[src/rtl/if_pc_predict.sv]
// IF-stage PC generator with a direct-mapped BTB and a 2-bit saturating-counter BHT.
// Latency: the lookup is combinational from pc_o. The next PC and table training take effect on the next rising edge.
// Backpressure: stall_i holds the PC. Any interrupt, jump-register or mispredict redirect overrides it.
module if_pc_predict #(
  parameter int          IDX_W      = 4,
  parameter logic [15:0] RESET_PC   = 16'h0000,
  parameter logic [15:0] INT_VECTOR = 16'h0005
) (
  input  logic        CLK,
  input  logic        RST,
  input  logic        stall_i,
  input  logic        isintzero_i,
  input  logic        jr_i,
  input  logic [15:0] jr_target_i,
  input  logic        prewrong_i,
  input  logic        precorrc_i,
  input  logic [15:0] br_pc_i,
  input  logic        br_taken_i,
  input  logic [15:0] br_target_i,
  output logic [15:0] pc_o,
  output logic [15:0] pc_plus1_o,
  output logic        prediction_o,
  output logic [15:0] pred_target_o
);
  localparam int DEPTH = 1 << IDX_W;
  localparam int TAG_W = 16 - IDX_W;

  logic [15:0]      pc_q;
  logic [DEPTH-1:0] vld_q;
  logic [TAG_W-1:0] tag_q [DEPTH];
  logic [15:0]      tgt_q [DEPTH];
  logic [1:0]       ctr_q [DEPTH];

  logic [IDX_W-1:0] rd_idx;
  logic [IDX_W-1:0] wr_idx;
  logic             rd_hit;
  logic             wr_hit;
  logic             train;
  logic [1:0]       ctr_upd;
  logic [15:0]      pc_next;

  // Lookup for the current fetch PC. The tables are read before any same-edge training.
  assign rd_idx        = pc_q[IDX_W-1:0];
  assign rd_hit        = vld_q[rd_idx] && (tag_q[rd_idx] == pc_q[15:IDX_W]);
  assign pc_o          = pc_q;
  assign pc_plus1_o    = pc_q + 16'd1;
  assign prediction_o  = rd_hit && ctr_q[rd_idx][1];
  assign pred_target_o = prediction_o ? tgt_q[rd_idx] : pc_plus1_o;

  // Training port. It is addressed by the resolving branch and suppressed when an interrupt is taken.
  // If prewrong and precorrc are asserted together, the update is the same as for prewrong.
  assign wr_idx = br_pc_i[IDX_W-1:0];
  assign wr_hit = vld_q[wr_idx] && (tag_q[wr_idx] == br_pc_i[15:IDX_W]);
  assign train  = (prewrong_i || precorrc_i) && !isintzero_i;

  // Next-PC select: interrupt > jump-register > mispredict > stall > predicted path.
  always_comb begin
    pc_next = pred_target_o;
    if (isintzero_i)     pc_next = INT_VECTOR;
    else if (jr_i)       pc_next = jr_target_i;
    else if (prewrong_i) pc_next = br_taken_i ? br_target_i : (br_pc_i + 16'd1);
    else if (stall_i)    pc_next = pc_q;
  end

  // Counter update. A miss allocates a weak state in the resolved direction; a hit saturates at 00 and 11.
  always_comb begin
    ctr_upd = ctr_q[wr_idx];
    if (!wr_hit) begin
      ctr_upd = br_taken_i ? 2'b10 : 2'b01;
    end else if (br_taken_i) begin
      if (ctr_q[wr_idx] != 2'b11) ctr_upd = ctr_q[wr_idx] + 2'd1;
    end else begin
      if (ctr_q[wr_idx] != 2'b00) ctr_upd = ctr_q[wr_idx] - 2'd1;
    end
  end

  // Fetch PC register.
  always_ff @(posedge CLK or negedge RST) begin
    if (!RST) pc_q <= RESET_PC;
    else      pc_q <= pc_next;
  end

  // BTB/BHT storage. A miss replaces the whole entry. A hit keeps the old target on not-taken.
  always_ff @(posedge CLK or negedge RST) begin
    if (!RST) begin
      vld_q <= '0;
      for (int i = 0; i < DEPTH; i++) begin
        tag_q[i] <= '0;
        tgt_q[i] <= '0;
        ctr_q[i] <= 2'b01;
      end
    end else if (train) begin
      vld_q[wr_idx] <= 1'b1;
      tag_q[wr_idx] <= br_pc_i[15:IDX_W];
      ctr_q[wr_idx] <= ctr_upd;
      if (br_taken_i || !wr_hit) tgt_q[wr_idx] <= br_target_i;
    end
  end

endmodule

[config.mk]
export PLATFORM = sky130hd
export DESIGN_NAME = if_pc_predict
export DESIGN_NICKNAME = d
export VERILOG_FILES = /design/src/rtl/if_pc_predict.sv
export SDC_FILE = /design/constraint.sdc
export NUM_CORES = 1
export LEC_CHECK = 0
export BUFFER_PORTS_ARGS = -buffer_cell sky130_fd_sc_hd__buf_2
export CORE_MARGIN = 2
export CORE_UTILIZATION = 40
export CTS_CLUSTER_DIAMETER = 100
export DETAILED_ROUTE_END_ITERATION = 8
export PLACE_DENSITY = 0.54
export SLEW_MARGIN = 40
export SYNTH_ARGS = -nofsm -noshare
export SYNTH_HDL_FRONTEND = slang
export SYNTH_SLANG_ARGS = --single-unit
export TNS_END_PERCENT = 1
[constraint.sdc]
create_clock -name CLK -period 3.85 [get_ports CLK]
set_input_delay 0.5775 -clock CLK [delete_from_list [all_inputs] [get_ports CLK]]
set_output_delay 0.5775 -clock CLK [all_outputs]
set_load 0.005 [all_outputs]
==> summary.md <==
| Metric | Value |
|---|---|
| Clock Skew | 0.0179 ns |
| Multi-input logic area | 13,100 sq um |
| Placed cell areas | 29,300 sq um |
| Relative slew slack | 48.3% |
| Hold Crit Class | primary input to register |
| Commonest non-fill, non-tap cells in the layout | dfrtp_1 (492), mux2_2 (334), mux4_2 (187) |
| Crit path kind | register to primary output |
| Pwr Density | 543 nW/um^2 |
| Violated checks | setup timing |
| Overall global routing resource usage | 24.7% |
| Final HPWL DP | 56,500 microns |
| Starting Density | 40.4% |
| Reg2reg end | pc_o[8] |
| Die area | 68,500 sq um |
| Post-synth ARST share | 100% |
| Synth Area per Inst | 14.4 sq um |
| Final instance area | 31,900 sq um |
| IO Count | 105 |
| CTS clk-pin slew, worst paths | 0.06 ns |
| Slew Viols, Final | 0 |
| Wire per inst | 27.9 microns |
| First-pass detailed-route iteration total | 5 |
| Unrepaired setup endpoints after global routing | true |
| Post-synth EDFFs | 0 |
| Reg2reg path depth | 16 |
| Die height | 262 microns |
| I/O Buffers | 104 |
| Synthesis Warnings | 0 |
| Maxcap violations | 0 |
| Status | complete, but fails checks |
| Share of layout cells above drive strength 1 | 50.4% |
| Vias per std cell | 5.85 |
| Leak | 0.0139 uW |
| Sink Count | 512 |
| Fmax | 219 MHz |
| Mapped Nets | 1,908 |
| Min cycle time layout | 4.56 ns |
| TritonCTS clock tree | yes |
| Worst Path Required | 3.27 ns |
| Final worst path period share | 118% |
| Ys flop type | dfrtp_1 |
| Via Count | 17.3k |
| Library cells used by synthesis | 61 |
| Worst VDD drop | 0.000405 V |
| Hold Vio Cnt, Final | 0 |
| CP Capture Point | pred_target_o[15] |
| Final setup margin | -0.706 ns |
| Reg2Reg Launch Point | pc_o[1] |
| Routability Congestion | 0.900 |
| Least-Margin Pin Slew | 0.774 ns |
| Root buf cell | clkbuf_16 |
| Nets | 2,112 |
| Most common cell after layout, fill and taps aside | dfrtp_1 |
| Core ar. | 65,700 sq um |
| Startpoint Class | register |
| Global-route wire length before repair | 124,000 microns |
| Pin count of the biggest net entering global routing | 99 |
| Post-Syn Area | 26,600 sq um |
| Largest fanout on the critical path | 11 |
| Chip width | 262 microns |
| Std cell rows | 94 |
| Routed wire length | 82,800 microns |
| Initial antenna violation count | 3 |
| Inserted Clock Buffers | 58 |
| Yosys reg bits | 512 |
| DRC Markers | 0 |
| Clock Path Buffers | 3 |
| R2r setup slk | 0.08 ns |
| Fillers | 5,741 |
| Launch point of the worst path | pc_o[1] |
| H-tree levels | 2 |
| Register area | 12,800 sq um |
| Initial DRC count | 1,531 |
| Syn-to-layout area delta | 20.0% |
| Register area share after synthesis | 48.3% |
| Post-route ant nets | 0 |
| Worst setup EP type | primary output |
| Mapped Cells | 1,847 |
| Grt ovf | 0 |
| Crit path DAT | 3.98 ns |
| # setup viols final | 18 |
| Skew-Pair Late Insertion Delay | 0.64 ns |
| Worst hold slack | 0.315 ns |
| Vias in the first global route | 18.1k |
-- worst max-delay path, stage by stage, from the launching register on --
cell and delay, ns:
dfrtp_4 0.51, buf_12 0.16, buf_4 0.20, buf_4 0.24, buf_4 0.25, mux2i_4 0.29, xor2_1 0.21, o211a_1 0.19
o221ai_2 0.13, nor4_4 0.29, buf_6 0.19, buf_12 0.17, mux2_4 0.36, buf_6 0.13
-- layout make-up --
| cell class | count | share of cell area [%] |
|---|---|---|
| Tap cell | 864 | 3.39 |
| Sequential cell | 512 | 40.3 |
| Clock inverter | 21 | 0.801 |
| Timing Repair Buffer | 299 | 8.61 |
| Inverter | 21 | 0.247 |
| Multi-Input combinational cell | 1159 | 41.2 |
| Antenna cell | 1 | 0.00785 |
| Clock buffer | 87 | 5.43 |
-- registers in the layout, summed over array words and instances, names as in the netlist --
register / flops
tgt_q: 256
tag_q: 192
ctr_q: 32
pc_o: 16
vld_q: 16
-- synthesized netlist by cell type, types with 5 or more instances --
cell type | count | share of area, %
nor3_1 | 5 | 0.094
buf_6 | 10 | 0.42
mux2i_1 | 65 | 2.4
and3_1 | 8 | 0.19
buf_1 | 14 | 0.20
a221oi_1 | 11 | 0.36
mux2_4 | 66 | 3.7
buf_4 | 6 | 0.17
nand2b_1 | 23 | 0.54
o21ai_0 | 69 | 1.3
nand4_1 | 7 | 0.16
a211oi_1 | 6 | 0.17
dfrtp_1 | 496 | 47
xor2_1 | 24 | 0.79
ha_1 | 5 | 0.24
dfstp_2 | 16 | 1.6
nor2_4 | 11 | 0.47
clkbuf_1 | 89 | 1.3
a22oi_1 | 6 | 0.17
a31oi_1 | 6 | 0.14
a21oi_1 | 14 | 0.26
nor2b_1 | 9 | 0.21
nand2_1 | 116 | 1.6
nor2_1 | 32 | 0.45
buf_2 | 34 | 0.64
nand3_1 | 19 | 0.36
mux4_2 | 187 | 16
mux2_2 | 350 | 15
xnor2_1 | 39 | 1.3
inv_1 | 16 | 0.23
and2_1 | 7 | 0.16
mux2_1 | 34 | 1.4
-- per-layer routing --
layer / global-route usage [%] / wire (microns) / part of all wire (%)
met5: 0 / 11 / 0.013
met4: 7.12 / 2210 / 2.7
met3: 4.76 / 5750 / 7.0
met2: 38.3 / 38100 / 46
met1: 35.5 / 36700 / 44
-- worst min-delay path by stage --
stage | start | slack (ns) | cells past startpoint | end
after floorplan | RST | 0.28 | 0 | ctr_q[11]
after global placement | tgt_q[138] | 0.46 | 1 | tgt_q[138]
after detailed placement | tgt_q[138] | 0.47 | 1 | tgt_q[138]
after CTS | jr_target_i[5] | 0.28 | 3 | pc_o[5]
after global routing | jr_target_i[5] | 0.31 | 3 | pc_o[5]
final | jr_target_i[5] | 0.31 | 3 | pc_o[5]
-- kinds of logic after synthesis --
logic type,Yosys count,synth area share (%)
compound gates,141,3.34
xor+xnor,63,2.08
fa+ha+maj,5,0.236
buf+inv,176,3.06
flops,512,48.3
mux,702,38.3
simple gates,248,4.65
-- repair_timing --
item | in CTS | in global routing
setup endpoints to repair | 38 | 32
resized for setup | 63 | 16
pin swaps | 4 | 7
hold buffers | 1 | 0
cloned | 1 | 1
endpoints found under the hold margin | 57 | 0
setup buffers | 6 | 5
-- stage by stage --
| step | power, uW | instances | TNS (ns) | worst slack (ns) | util (%) |
|---|---|---|---|---|---|
| finish | 17300 | 2964 | -10.86 | -0.706 | 48.5 |
| global route | 18100 | 2963 | -12.43 | -0.776 | 48.5 |
| CTS | 17400 | 2957 | -11.82 | -0.755 | 48.3 |
| detailed placement | 11500 | 2841 | -54.02 | -0.454 | 44.6 |
| global placement | 11400 | 2830 | -58.77 | -0.467 | 44.3 |
| floorplan | 10100 | 1847 | 0 | 0.00834 | - |
-- power breakdown --
group          leakage [uW]  internal (uW)  switching (uW)
Combinational       0.00659           2480            1670
Sequential          0.00632           6650             819
Clock              0.000985           3380            2320
Total                0.0139          12500            4810
Note: power is estimated with default switching activity, not from simulation.
